File: config.mk
export PLATFORM = sky130hd
export DESIGN_NAME = uart_rx_ctrl_flat
export DESIGN_NICKNAME = d
export VERILOG_FILES = /design/src/rtl/uart_rx_ctrl_if.sv /design/src/rtl/uart_rx_ctrl.sv /design/src/flat_wrapper.sv
export SDC_FILE = /design/constraint.sdc
export NUM_CORES = 1
export LEC_CHECK = 0
export BUFFER_PORTS_ARGS = -buffer_cell sky130_fd_sc_hd__buf_2
export CORE_MARGIN = 1
export CORE_UTILIZATION = 30
export DETAILED_ROUTE_END_ITERATION = 10
export MAX_ROUTING_LAYER = met4
export PLACE_DENSITY = 0.6
export SKIP_CTS_REPAIR_TIMING = 1
export SLEW_MARGIN = 10
export SYNTH_ARGS = -nofsm -noshare
export SYNTH_HDL_FRONTEND = slang
export SYNTH_SLANG_ARGS = --single-unit
export TNS_END_PERCENT = 50
File: constraint.sdc
create_clock -name clk -period 3.05 [get_ports clk]
set_input_delay 0.305 -clock clk [delete_from_list [all_inputs] [get_ports clk]]
set_output_delay 0.305 -clock clk [all_outputs]
set_load 0.1 [all_outputs]
File: src/rtl/uart_rx_ctrl_if.sv
// rtl/uart_rx_ctrl_if.sv - control/status bundle between uart_rx_ctrl and its checker blocks
// Optional UART_RX_ERR_REPORT_EN adds the separate parity/stop error strobes.
interface uart_rx_ctrl_if #(parameter int PRESCALE_W = 6);
  logic                  rx_in;
  logic [PRESCALE_W-1:0] prescale;
  logic                  par_en;
  logic                  strt_glitch;
  logic                  par_err;
  logic                  stp_err;
  logic [PRESCALE_W-1:0] edge_cnt;
  logic [3:0]            bit_cnt;
  logic                  dat_samp_en;
  logic                  strt_chk_en;
  logic                  par_chk_en;
  logic                  stp_chk_en;
  logic                  deser_en;
  logic                  data_valid;
  logic                  rx_err;
`ifdef UART_RX_ERR_REPORT_EN
  logic                  rx_par_err;
  logic                  rx_stp_err;
`endif

  modport master (
    output rx_in, prescale, par_en, strt_glitch, par_err, stp_err,
`ifdef UART_RX_ERR_REPORT_EN
    input  rx_par_err, rx_stp_err,
`endif
    input  edge_cnt, bit_cnt, dat_samp_en, strt_chk_en, par_chk_en,
           stp_chk_en, deser_en, data_valid, rx_err
  );

  modport slave (
    input  rx_in, prescale, par_en, strt_glitch, par_err, stp_err,
`ifdef UART_RX_ERR_REPORT_EN
    output rx_par_err, rx_stp_err,
`endif
    output edge_cnt, bit_cnt, dat_samp_en, strt_chk_en, par_chk_en,
           stp_chk_en, deser_en, data_valid, rx_err
  );
endinterface

File: src/rtl/uart_rx_ctrl.sv
// rtl/uart_rx_ctrl.sv - UART receive sequencer: start detect, oversample/bit counters, check enables, frame strobes
// Optional UART_RX_ERR_REPORT_EN adds separate sticky parity/stop error outputs.
module uart_rx_ctrl #(
  parameter int PRESCALE_W = 6
) (
  input logic           clk,
  input logic           rst,
  uart_rx_ctrl_if.slave bus
);
  localparam logic [2:0] ST_IDLE   = 3'd0;
  localparam logic [2:0] ST_START  = 3'd1;
  localparam logic [2:0] ST_DATA   = 3'd2;
  localparam logic [2:0] ST_PARITY = 3'd3;
  localparam logic [2:0] ST_STOP   = 3'd4;
  localparam logic [2:0] ST_DONE   = 3'd5;

  logic [2:0]            r_state;
  logic [2:0]            w_next;
  logic [PRESCALE_W-1:0] r_p;
  logic [PRESCALE_W-1:0] r_edge;
  logic [PRESCALE_W-1:0] w_chk;
  logic [3:0]            r_bit;
  logic                  r_par;
  logic                  r_err;
  logic                  w_wrap;
  logic                  w_at_chk;
  logic                  w_load;
  logic                  w_done;
`ifdef UART_RX_ERR_REPORT_EN
  logic                  r_par_err;
  logic                  r_stp_err;
`endif

  // Check edge sits two cycles past the mid-bit sample so the sampler result has settled.
  assign w_chk    = (r_p >> 1) + PRESCALE_W'(2);
  assign w_wrap   = (r_edge == r_p - PRESCALE_W'(1));
  assign w_at_chk = (r_edge == w_chk);
  assign w_load   = ((r_state == ST_IDLE) || (r_state == ST_DONE)) && !bus.rx_in;
  assign w_done   = (r_state == ST_DONE);

  always_comb begin
    w_next = r_state;
    case (r_state)
      ST_IDLE:   if (!bus.rx_in) w_next = ST_START;
      ST_START: begin
        if (bus.strt_glitch)  w_next = ST_IDLE;
        else if (w_wrap)      w_next = ST_DATA;
      end
      ST_DATA:   if (w_wrap && (r_bit == 4'd8)) w_next = r_par ? ST_PARITY : ST_STOP;
      ST_PARITY: if (w_wrap) w_next = ST_STOP;
      ST_STOP:   if (w_wrap) w_next = ST_DONE;
      ST_DONE:   w_next = bus.rx_in ? ST_IDLE : ST_START;
      default:   w_next = ST_IDLE;
    endcase
  end

  always_ff @(posedge clk) begin
    if (!rst) begin
      r_state <= ST_IDLE;
      r_p     <= '0;
      r_par   <= 1'b0;
      r_edge  <= '0;
      r_bit   <= '0;
      r_err   <= 1'b0;
`ifdef UART_RX_ERR_REPORT_EN
      r_par_err <= 1'b0;
      r_stp_err <= 1'b0;
`endif
    end else begin
      r_state <= w_next;
      if (w_load) begin
        r_p    <= bus.prescale;
        r_par  <= bus.par_en;
        r_edge <= '0;
        r_bit  <= '0;
        r_err  <= 1'b0;
`ifdef UART_RX_ERR_REPORT_EN
        r_par_err <= 1'b0;
        r_stp_err <= 1'b0;
`endif
      end else begin
        // The stop bit ends straight into DONE, so its wrap never bumps bit_cnt.
        if ((w_next == ST_IDLE) || (w_next == ST_DONE)) begin
          r_edge <= '0;
          if (w_next == ST_IDLE) r_bit <= '0;
        end else if (w_wrap) begin
          r_edge <= '0;
          r_bit  <= r_bit + 4'd1;
        end else begin
          r_edge <= r_edge + PRESCALE_W'(1);
        end
        if ((r_state == ST_PARITY) && bus.par_err) r_err <= 1'b1;
        if ((r_state == ST_STOP) && bus.stp_err)   r_err <= 1'b1;
`ifdef UART_RX_ERR_REPORT_EN
        if ((r_state == ST_PARITY) && bus.par_err) r_par_err <= 1'b1;
        if ((r_state == ST_STOP) && bus.stp_err)   r_stp_err <= 1'b1;
`endif
      end
    end
  end

  assign bus.edge_cnt    = r_edge;
  assign bus.bit_cnt     = r_bit;
  assign bus.dat_samp_en = (r_state != ST_IDLE);
  assign bus.strt_chk_en = (r_state == ST_START)  && w_at_chk;
  assign bus.deser_en    = (r_state == ST_DATA)   && w_at_chk;
  assign bus.par_chk_en  = (r_state == ST_PARITY) && w_at_chk;
  assign bus.stp_chk_en  = (r_state == ST_STOP)   && w_at_chk;
  assign bus.data_valid  = w_done && !r_err;
  assign bus.rx_err      = w_done && r_err;
`ifdef UART_RX_ERR_REPORT_EN
  assign bus.rx_par_err  = w_done && r_par_err;
  assign bus.rx_stp_err  = w_done && r_stp_err;
`endif
endmodule

File: src/flat_wrapper.sv
// flat-port wrapper written by rule: the top's interface ports become plain ports
module uart_rx_ctrl_flat 
#(
  parameter int PRESCALE_W = 6
)
  (clk, rst, bus_rx_in, bus_prescale, bus_par_en, bus_strt_glitch, bus_par_err, bus_stp_err, bus_edge_cnt, bus_bit_cnt, bus_dat_samp_en, bus_strt_chk_en, bus_par_chk_en, bus_stp_chk_en, bus_deser_en, bus_data_valid, bus_rx_err);
  uart_rx_ctrl_if #(.PRESCALE_W(PRESCALE_W)) bus_i ();
  input logic clk;
  input logic rst;
  input wire logic [$bits(bus_i.rx_in)-1:0] bus_rx_in;
  input wire logic [$bits(bus_i.prescale)-1:0] bus_prescale;
  input wire logic [$bits(bus_i.par_en)-1:0] bus_par_en;
  input wire logic [$bits(bus_i.strt_glitch)-1:0] bus_strt_glitch;
  input wire logic [$bits(bus_i.par_err)-1:0] bus_par_err;
  input wire logic [$bits(bus_i.stp_err)-1:0] bus_stp_err;
  output wire logic [$bits(bus_i.edge_cnt)-1:0] bus_edge_cnt;
  output wire logic [$bits(bus_i.bit_cnt)-1:0] bus_bit_cnt;
  output wire logic [$bits(bus_i.dat_samp_en)-1:0] bus_dat_samp_en;
  output wire logic [$bits(bus_i.strt_chk_en)-1:0] bus_strt_chk_en;
  output wire logic [$bits(bus_i.par_chk_en)-1:0] bus_par_chk_en;
  output wire logic [$bits(bus_i.stp_chk_en)-1:0] bus_stp_chk_en;
  output wire logic [$bits(bus_i.deser_en)-1:0] bus_deser_en;
  output wire logic [$bits(bus_i.data_valid)-1:0] bus_data_valid;
  output wire logic [$bits(bus_i.rx_err)-1:0] bus_rx_err;
  assign bus_i.rx_in = bus_rx_in;
  assign bus_i.prescale = bus_prescale;
  assign bus_i.par_en = bus_par_en;
  assign bus_i.strt_glitch = bus_strt_glitch;
  assign bus_i.par_err = bus_par_err;
  assign bus_i.stp_err = bus_stp_err;
  assign bus_edge_cnt = bus_i.edge_cnt;
  assign bus_bit_cnt = bus_i.bit_cnt;
  assign bus_dat_samp_en = bus_i.dat_samp_en;
  assign bus_strt_chk_en = bus_i.strt_chk_en;
  assign bus_par_chk_en = bus_i.par_chk_en;
  assign bus_stp_chk_en = bus_i.stp_chk_en;
  assign bus_deser_en = bus_i.deser_en;
  assign bus_data_valid = bus_i.data_valid;
  assign bus_rx_err = bus_i.rx_err;
  uart_rx_ctrl #(.PRESCALE_W(PRESCALE_W)) u_core (.clk(clk), .rst(rst), .bus(bus_i));
endmodule
## Yosys cells after proc, flatten, opt, wreduce, memory -nomap -nowiden

Index checks and enable logic that the tools add are counted.

| cells by class | value |
|---|---|
| add/sub/neg operators | 4 |
| equality and inequality tests | 10 |
| multiplexer cells | 14 |
| bitwise logic cells | 1 |
| reduce and logical (&&, ||, !) cells | 22 |

Operator list:

| kind | number |
|---|---|
| 3-bit two-way mux | 7 |
| 3-bit case mux with 6 select lines | 1 |
| 6-bit equality test | 2 |
| 4-bit two-way mux | 3 |
| 1-bit logical AND | 10 |
| 3-bit equality test, second input constant | 3 |
| 5-bit by 2-bit adder with 6-bit output, second input constant | 1 |
| 6-bit by 1-bit adder with 6-bit output, second input constant | 1 |
| 3-bit by 2-bit equality test with 1-bit output, second input constant | 2 |
| 3-bit zero test | 2 |
| 6-bit by 1-bit subtractor with 6-bit output, second input constant | 1 |
| 4-bit by 1-bit adder with 4-bit output, second input constant | 1 |
| 4-bit equality test, second input constant | 1 |
| 2-bit nonzero test | 2 |
| 4-bit OR reduction | 1 |
| 3-bit by 1-bit equality test with 1-bit output, second input constant | 1 |
| 1-bit two-way mux | 3 |
| 3-bit nonzero test | 1 |
| 1-bit zero test | 2 |
| 1-bit logical OR | 2 |
| 2-bit by 1-bit != test with 1-bit output, second input constant | 1 |
| 2-bit AND reduction | 1 |
| 2-bit OR reduction | 1 |
| 1-bit NOT | 1 |

| storage, ports and cells | value |
|---|---|
| flip-flop bits (word level) | 21 |
| input bits | 13 |
| output and inout bits | 17 |

## Depth between registers and ports, before layout

Gate-level depths: netlist of run 1.

| depth | value |
|---|---|
| word-level depth | 9 |
| mapped depth | 9 |

## Worst setup path before layout of run 1

OpenSTA, ideal clock, no wires.

| timing path | value |
|---|---|
| kind | register -> output |
| start point | reg u_core.r_edge[3], in the netlist u_core.bus.edge_cnt[3] |
| end point | out bus_deser_en |
| data arrival time | 4.128 ns |
| data required time | 2.745 ns |
| path slack | -1.383 ns |
| stages on the path, launching flop included | 7 |
| cells stage by stage | dfxtp_1 clkbuf_1 xor2_1 nand2_1 o41ai_1 o2111ai_1 nor3_1 |

| between the ends | value |
|---|---|
| cells in the longest elaborated chain, start to end | 2 |

Ends and longest elaborated chain:

| what | line | text |
|---|---|---|
| from (decl) | uart_rx_ctrl.sv:20 | `logic [PRESCALE_W-1:0] r_edge;` |
| from (signal assigned) | uart_rx_ctrl.sv:90 | `r_edge <= r_edge + PRESCALE_W'(1);` |
| 6-bit equality test | uart_rx_ctrl.sv:37 | `assign w_at_chk = (r_edge == w_chk);` |
| 1-bit logical AND | uart_rx_ctrl.sv:106 | `assign bus.deser_en = (r_state == ST_DATA) && w_at_chk;` |
| to (decl) | flat_wrapper.sv:22 | `output wire logic [$bits(bus_i.deser_en)-1:0] bus_deser_en;` |

No other way between the ends.

## Final worst setup path of run 1

| timing path | value |
|---|---|
| start point | reg u_core.r_p[3] |
| end point | out bus_stp_chk_en |

| between the ends | value |
|---|---|
| cells in the longest elaborated chain, start to end | 3 |

Ends and longest elaborated chain:

| what | line | text |
|---|---|---|
| from (decl) | uart_rx_ctrl.sv:19 | `logic [PRESCALE_W-1:0] r_p;` |
| from (signal assigned) | uart_rx_ctrl.sv:72 | `r_p <= bus.prescale;` |
| 5-bit by 2-bit adder with 6-bit output | uart_rx_ctrl.sv:35 | `assign w_chk = (r_p >> 1) + PRESCALE_W'(2);` |
| 6-bit equality test | uart_rx_ctrl.sv:37 |  |
| 1-bit logical AND | uart_rx_ctrl.sv:108 | `assign bus.stp_chk_en = (r_state == ST_STOP) && w_at_chk;` |
| to (decl) | flat_wrapper.sv:21 | `output wire logic [$bits(bus_i.stp_chk_en)-1:0] bus_stp_chk_en;` |

No other way between the ends.

==> results of run 1 <==
## cell families (layout without fill, tap and decap cells)
logic type | after synthesis | count (layout) | share of synthesized area [%]
adder cells (fa/ha/maj) | 7 | 7 | 6.43
AO/OA/AOI/OAI | 22 | 22 | 12.0
flip-flops | 21 | 21 | 30.9
AND/OR/NAND/NOR | 69 | 69 | 25.3
buffers and inverters | 16 | 44 | 5.24
XOR/XNOR | 20 | 20 | 12.9
multiplexers | 9 | 9 | 7.26
## power by group through the flow
stage	sequential (µW)	combinational, µW	clock, µW
2_1_floorplan	304	97.8	0
3_3_place_gp	302	123	0
3_5_place_dp	302	124	0
4_1_cts	296	124	190
5_1_grt	298	136	199
6_report	296	125	182
## worst min path at each step
stage	end	slack [ns]	cells after the start
finish	u_core.r_par	0.27	3
global route	u_core.r_p[0]	0.27	3
CTS	u_core.r_par	0.27	3
detailed placement	u_core.bus.edge_cnt[0]	0.52	1
global placement	u_core.bus.edge_cnt[0]	0.51	1
floorplan	u_core.r_err	0.44	2
## stage by stage
stage                     instances  hold WS [ns]
final                           244         0.273
after global routing            244         0.271
after CTS                       243         0.272
after detailed placement        239         0.517
after global placement          239         0.506
after floorplan                 164         0.441
## worst max-delay path: cells and delay by family (launching register included)
kind | cells | cell delay, ns
xor gates and xnor gates | 1 | 0.19
DFF | 1 | 0.48
and+or+nand+nor | 2 | 0.19
adders and majority gates | 1 | 0.24
buffers and inverters | 2 | 0.64
AOI/OAI and AO/OA | 2 | 0.56
## cell usage in the layout, fill, tap and decap left out, types with 2 or more instances in the layout
cell type and count:
sky130_fd_sc_hd__dfxtp_1 18, sky130_fd_sc_hd__dfxtp_2 2, sky130_fd_sc_hd__a21oi_1 4, sky130_fd_sc_hd__xnor2_1 12, sky130_fd_sc_hd__nand3_1 6, sky130_fd_sc_hd__inv_1 9, sky130_fd_sc_hd__a31oi_1 2, sky130_fd_sc_hd__buf_2 27
sky130_fd_sc_hd__ha_1 7, sky130_fd_sc_hd__nor2_1 25, sky130_fd_sc_hd__nand2b_1 2, sky130_fd_sc_hd__and3_1 3, sky130_fd_sc_hd__nor2b_1 5, sky130_fd_sc_hd__and2_1 2, sky130_fd_sc_hd__or3_1 3, sky130_fd_sc_hd__clkbuf_4 2
sky130_fd_sc_hd__nor3_1 4, sky130_fd_sc_hd__mux2i_1 7, sky130_fd_sc_hd__xor2_1 8, sky130_fd_sc_hd__o21ai_0 3, sky130_fd_sc_hd__nand2_1 10, sky130_fd_sc_hd__clkbuf_8 3, sky130_fd_sc_hd__nor2_4 3, sky130_fd_sc_hd__o21ai_1 2
sky130_fd_sc_hd__nor3_4 2
## layer usage
layer | routed length [µm] | track usage, %
met5 | 0 | -
met4 | 17 | 1.36
met3 | 155 | 3.49
met2 | 1410 | 21.3
met1 | 1440 | 15.8
## registers in the layout, indices dropped and copies added, names as in the netlist
signal	flops
u_core.bus.bit_cnt	4
u_core.r_p	6
u_core.r_state	3
u_core.r_par	1
u_core.r_err	1
u_core.bus.edge_cnt	6
## layout make-up
class / count / share of cell area [%]
Clock buffer: 4 / 2.74
Sequential cell: 21 / 25.9
Timing Repair Buffer: 30 / 9.58
Inverter: 10 / 2.28
Tap cell: 52 / 3.95
Multi-Input combinational cell: 127 / 55.5
==> flow_results.org, run 1 <==
** Synthesis
- After synthesis, the share of flip-flops with an asynchronous set or reset is 0%.
- After synthesis the netlist holds a flip-flop and latch count of 21.
- In this run the cell area of the synthesized design comes to 1360 µm².
- Most numerous cell in the Yosys netlist :: sky130_fd_sc_hd__nor2_1
- Average cell area after synthesis :: 8.30 µm²
- Nets in the synthesized netlist :: 184
- After synthesis, the largest area contributor takes up 30.9% of total cell area.
- Most numerous cell types in the synthesized netlist :: sky130_fd_sc_hd__nor2_1, sky130_fd_sc_hd__dfxtp_1, sky130_fd_sc_hd__xnor2_1
- For this run, the leading register cell type out of synthesis is sky130_fd_sc_hd__dfxtp_1.
- EDFF count, synth :: 0
- The synthesized design spends more area on one cell type than any other, namely sky130_fd_sc_hd__dfxtp_1.
- Sequential fraction of the synthesis area :: 30.9%
- Number of warnings issued by yosys :: 0
- The cell count after synthesis came out at 164.
- Largest cells by area after synthesis :: sky130_fd_sc_hd__dfxtp_1, sky130_fd_sc_hd__xnor2_1, sky130_fd_sc_hd__nor2_1
- Yosys mapped the design onto 40 distinct sky130hd cell types.

** Power
- Sequential fraction of design power :: 49.1%
- Combinational group share of total power :: 20.7%
- NetSw :: 178 µW
- Across the VDD grid, the largest voltage drop is 0.323 mV.
- Internal :: 424 µW
- For this design the static power due to leakage is 0.000728 µW.
- Overall power after layout :: 603 µW
- Pwr dens :: 366 nW/µm²
- Relative contribution of the clock network to total power :: 30.2%
- Net switching is 29.6% of the power.

** Routing
- Post-detailed-route count of antenna-violating nets :: 0
- The first detailed-routing pass ran for 4 iterations.
- Remaining DRCs :: 0
- Vias per cell :: 4.85
- After the first detailed-routing iteration, the DRC count stood at 84.
- After detailed routing, the average wire length per cell comes to 12.4 µm.
- The routed layout has 1183 vias.
- Wires add up to 3020 µm.

** Clock network
- H-tree level count :: 1
- The cell sitting at the root of the clock tree is a sky130_fd_sc_hd__clkbuf_8.
- CTS clk-pin slew, worst paths :: 0.08 ns
- Clock tree from TritonCTS :: done
- Counting every sink on the clock net gives 21.
- The later pin in the worst-skew pair is clocked with a latency of 0.26 ns.
- In this run the deepest clock path goes through 2 buffers.
- Number of CTS-inserted buffers :: 3

** Placed design
- Placement-stage worst setup slack :: 0.246 ns
- Port buffer count :: 29
- RD Place Congestion :: 0.773
- Once placement finished, the instance area stood at 1590 µm².
- HPWL after detailed placement :: 2320 µm

** Critical path
- R2R Path Start :: u_core.r_state[0]
- Walking the worst path, the cells encountered are ha_1 -> xor2_1 -> nand2_1 -> o41ai_1 -> o2111ai_2 -> buf_4 -> nor2_4 -> buf_2.
- STA classifies the critical path endpoint as an output pin.
- Arr. time, crit path :: 2.55 ns
- The critical path is of the flip-flop to output pin type.
- Of all nets on the critical path, the largest fanout is 7.
- The largest individual stage delay along the critical path comes from the cell sky130_fd_sc_hd__dfxtp_1.
- R2R depth :: 6
- Worst setup endpoint :: bus_stp_chk_en
- Startpoint class of the critical path :: flip-flop
- Reg-to-Reg End :: u_core.bus.bit_cnt[2]
- The most critical setup path has its startpoint at u_core.r_p[3].
- In this run the register-to-register setup slack is 0.61 ns.
- On the worst path, the slowest cell contributes a delay of 0.48 ns.
- STA puts the critical path data required time at 2.74 ns.

** Timing
- Setup violations remaining at the end of the flow were counted as 0.
- Final worst path period share :: 93.6%
- Based on the critical path, the design can be clocked at up to 0.350 GHz.
- Setup repair after global routing left no endpoint under its margin.
- The number of slew-limit violations in the final report was 0.
- Final Skew :: 0.00543 ns
- For the pin with the worst max-slew slack, the measured transition is 0.546 ns.
- The final hold violation count is 0.
- Setup Total Neg Slack :: 0 ns
- Final setup slack of the worst path :: 0.197 ns
- Worst rel slew slack :: 63.6%
- Minimum clock period after layout :: 2.85 ns

** Floorplan
- In this run the core area contains 24 standard-cell rows.
- Measured along the x axis, the die boundary spans 69.4 µm.
- In this run the vertical extent of the chip is 69.4 µm.
- Core area :: 4350 µm²
- The floorplan step defined a die boundary enclosing 4810 µm².
- For this configuration, the core starts out at a cell density of 31.3%.
- 30 I/O pins were placed.

** GRT
- Largest net degree at the start of global routing :: 12
- Wire length of the first global-routing pass :: 4850 µm
- Antenna violations before repair :: 0
- Aggregate global routing overflow :: 0
- Total track usage :: 12.7%
- The number of global-route vias before repair was 1023.

** Cells and area
- Relative to the synthesized area, the layout overhead comes to 20.9%.
- Cells fill 37.8% of the core in the end.
- Summing all non-filler instances in the final layout gives an area of 1650 µm².
- Summing all flip-flop and latch instances after layout gives 427 µm².
- 0 antenna diodes ended up in the layout.
- Multi-input combinational cell area :: 913 µm²
- Number of filler instances in the final layout :: 465
- Final #Nets :: 213
- Of the cells placed in the final design, the portion with a size suffix greater than 1 is 26.6%.

** Worst hold path
- Source of the worst hold timing path :: bus_par_en
- Class of the tightest hold or removal check :: input pin to flip-flop

** Status
- The flow ran to the end, and the final reports show no timing, DRC or antenna violations.

** Job
- Across the run, the number of max-cap violations was 0.
(Power assumes the default switching activity.)
==> run 2, diff against run 1 <==
- CORE_ASPECT_RATIO: not set -> 1.2
- PLACE_DENSITY: 0.6 -> not set
- PLACE_DENSITY_LB_ADDON: not set -> 0.2
- TNS_END_PERCENT: 50 -> not set
==> flow_results.org, run 2 (same netlist as run 1, synthesis figures left out) <==
** Timing
- Setup Viol. Count Final :: 0 (unchanged)
- Worst Tran Pin Value :: 0.478 ns (was 0.546 ns)
- The final critical-path required period is 2.87 ns (was 2.85 ns).
- The setup slack after layout came to 0.176 ns (was 0.197 ns).
- The post-route clock period utilization came to 94.2% (was 93.6%).
- Endpoints failing hold :: 0 (unchanged)
- Setup Total Neg Slack :: 0 ns (unchanged)
- Worst rel slew slack :: 67.9% (was 63.6%)
- Final Skew :: 0.00633 ns (was 0.00543 ns)
- The number of slew-limit violations in the final report came to 0 (unchanged).
- The highest clock rate came to 0.348 GHz (was 0.350 GHz).

** Placed design
- Area of placed instances :: 1610 µm² (was 1590 µm²)
- The detailed-placement wirelength estimate came to 2380 µm (was 2320 µm).
- The total of buffers placed on input and output ports is 29 (unchanged).
- Placement-stage worst setup slack :: 0.331 ns (was 0.246 ns)
- Placed cell count :: 245 (was 239)
- The weighted congestion reported at the end of routability-driven placement is 0.751 (was 0.773).

** Critical path
- Classification of the worst setup path :: flip-flop to output pin (unchanged)
- Reg-to-Reg End :: u_core.bus.bit_cnt[2] (unchanged)
- The delay of the slowest cell on the worst path was 0.47 ns (was 0.48 ns).
- Critical path capture point type :: output pin (unchanged)
- The critical path data required time is 2.74 ns (about the same).
- The setup slack of the most critical reg-to-reg path was 0.65 ns (was 0.61 ns).
- The beginning of the worst register-to-register path is u_core.r_p[2] (was u_core.r_state[0]).
- The startpoint class of the critical path is a flip-flop (unchanged).
- CP Max Fanout :: 7 (unchanged)
- The worst-path cell with the longest stage delay is sky130_fd_sc_hd__dfxtp_1 (unchanged).
- Critical path cell sequence: ha_1 -> xor2_1 -> nand2_1 -> o41ai_1 -> o2111ai_2 -> buf_4 -> nor2_4 -> buf_2 (unchanged).
- Worst setup endpoint :: bus_stp_chk_en (unchanged)
- R2R depth :: 9 (was 6)
- Arr. time, crit path :: 2.57 ns (was 2.55 ns)
- The source of the critical timing path is u_core.r_p[3] (unchanged).

** Floorplan
- Count of pins on the block boundary :: 30 (unchanged)
- The y dimension of the die was 75.8 µm (was 69.4 µm).
- Starting utilization of the core area :: 31.7% (was 31.3%)
- The standard cell core area is 4290 µm² (was 4350 µm²).
- Area of the die :: 4810 µm² (about the same)
- Row count :: 26 (was 24)
- The floorplan die width was 63.5 µm (was 69.4 µm).

** Routing
- Per-cell routed wire length :: 12.2 µm (was 12.4 µm)
- The post-route DRC violation count was 0 (unchanged).
- Number of design-rule violations left by the first detailed-router iteration :: 32 (was 84)
- The count of nets left with antenna violations after detail routing was 0 (unchanged).
- Vias per cell :: 4.72 (was 4.85)
- Total wirelength of the detailed-routed design :: 3040 µm (was 3020 µm)
- DR vias :: 1181 (was 1183)
- The first-pass iteration count of the detailed router is 2 (was 4).

** Power
- The cell area power density came to 366 nW/µm² (about the same).
- The reported net switching power was 186 µW (was 178 µW).
- Switching power as a share of total power :: 30.5% (was 29.6%)
- Reported leakage power :: 0.000740 µW (was 0.000728 µW)
- Sequential fraction of design power :: 48.5% (was 49.1%)
- Relative contribution of the clock network to total power :: 30.7% (was 30.2%)
- Worst ir drop on vdd :: 0.149 mV (was 0.323 mV)
- Internal :: 425 µW (was 424 µW)
- Combinational group share of total power :: 20.8% (was 20.7%)

** Cells and area
- The area added between synthesis and finish came to 22.4% (was 20.9%).
- The most frequent standard cell in the layout excluding fill and tap cells was sky130_fd_sc_hd__buf_2 (unchanged).
- The diode insertion count for antenna repair came to 0 (unchanged).
- The share of the core filled with cells in the final layout was 38.8% (was 37.8%).
- The count of placed standard cells in the final layout, fillers left out is 250 (was 244).
- Commonest cells after routing, fill and taps aside :: sky130_fd_sc_hd__buf_2, sky130_fd_sc_hd__nor2_1, sky130_fd_sc_hd__dfxtp_1 (unchanged)
- Cell area after layout :: 1670 µm² (was 1650 µm²)
- Share of final-layout standard cells stronger than drive strength 1 :: 27.8% (was 26.6%)
- Final #Nets :: 215 (was 213)

** Clock network
- The clock tree from TritonCTS is done (unchanged).
- TritonCTS Sinks :: 21 (unchanged)
- The clock edge transition at the registers on the reported setup and hold paths was 0.08 ns (about the same).
- The number of buffers created by CTS was 3 (unchanged).
- Clock buffer depth :: 2 (unchanged)
- Worst skew pair latency :: 0.27 ns (was 0.26 ns)
- The number of H-tree levels came to 1 (unchanged).
- The library cell used as clock root buffer is sky130_fd_sc_hd__clkbuf_8 (unchanged).

** GRT
- Wire length of the first global-routing pass :: 5040 µm (was 4850 µm)
- Number of global-route vias before repair :: 1090 (was 1023)
- The remaining global-route overflow came to 0 (unchanged).
- Antenna violations before repair :: 0 (unchanged)
- Total track usage :: 14.2% (was 12.7%)
- The largest net degree at the start of global routing was 13 (was 12).

** Worst hold path
- Class of the tightest hold or removal check :: input pin to flip-flop (unchanged)

** Job
- The count of max-cap constraint violations was 0 (unchanged).

** Status
- Status :: finished, final reports clean (unchanged)
==> run 2: cell types whose count changed in the layout (fill, tap and decap cells not counted) <==
cell                       before  now
sky130_fd_sc_hd__clkbuf_1       1    0
sky130_fd_sc_hd__clkinv_2       0    1
sky130_fd_sc_hd__buf_4          1    3
==> run 2: power by group through the flow <==
stage | sequential [µW] | combinational, µW | clock [µW]
CTS | 296 | 127 | 197
detailed placement | 303 | 126 | 0
global route | 299 | 141 | 207
global placement | 303 | 127 | 0
floorplan | 304 | 97.8 | 0
finish | 296 | 127 | 187
==> run 2: critical path, delay by kind of cell, from the launching register on <==
kind            cells  cell delay [ns]
xor+xnor            1             0.20
fa+ha+maj           1             0.23
buf+inv             2             0.64
simple gates        2             0.21
compound gates      2             0.56
flops               1             0.47
==> run 2: layout make-up <==
class                      instances  area [µm²]
clock buffer                       3        41.3
clock inverter                     1        5.00
fill                             477        2630
inverter                          10        37.5
multi-input combinational        127         913
sequential                        21         427
tap                               56        70.1
timing repair buffer              32         173
==> run 2: per-stage QoR <==
stage	power, µW	hold WS [ns]
2_1_floorplan	402	0.441
3_3_place_gp	430	0.504
3_5_place_dp	429	0.508
4_1_cts	620	0.261
5_1_grt	647	0.266
6_report	611	0.267
==> run 2: metal layers <==
metal | global-route usage (%) | vias up | wire [µm]
met2 | 24.8 | 24 | 1490
met5 | - | - | 0
li1 | - | 619 | -
met4 | 6.82 | 0 | 49
met3 | 1.95 | 4 | 81
met1 | 16.2 | 534 | 1420
==> run 2: how the worst min path moves through the flow <==
stage	startpoint	endpoint	depth (start not counted)	slack (ns)
4_1_cts	bus_prescale[1]	u_core.r_p[1]	3	0.26
5_1_grt	bus_prescale[3]	u_core.r_p[3]	3	0.27
3_5_place_dp	u_core.bus.edge_cnt[0]	u_core.bus.edge_cnt[0]	1	0.51
3_3_place_gp	u_core.bus.edge_cnt[0]	u_core.bus.edge_cnt[0]	1	0.50
2_1_floorplan	bus_stp_err	u_core.r_err	2	0.44
6_report	bus_prescale[4]	u_core.r_p[4]	3	0.27
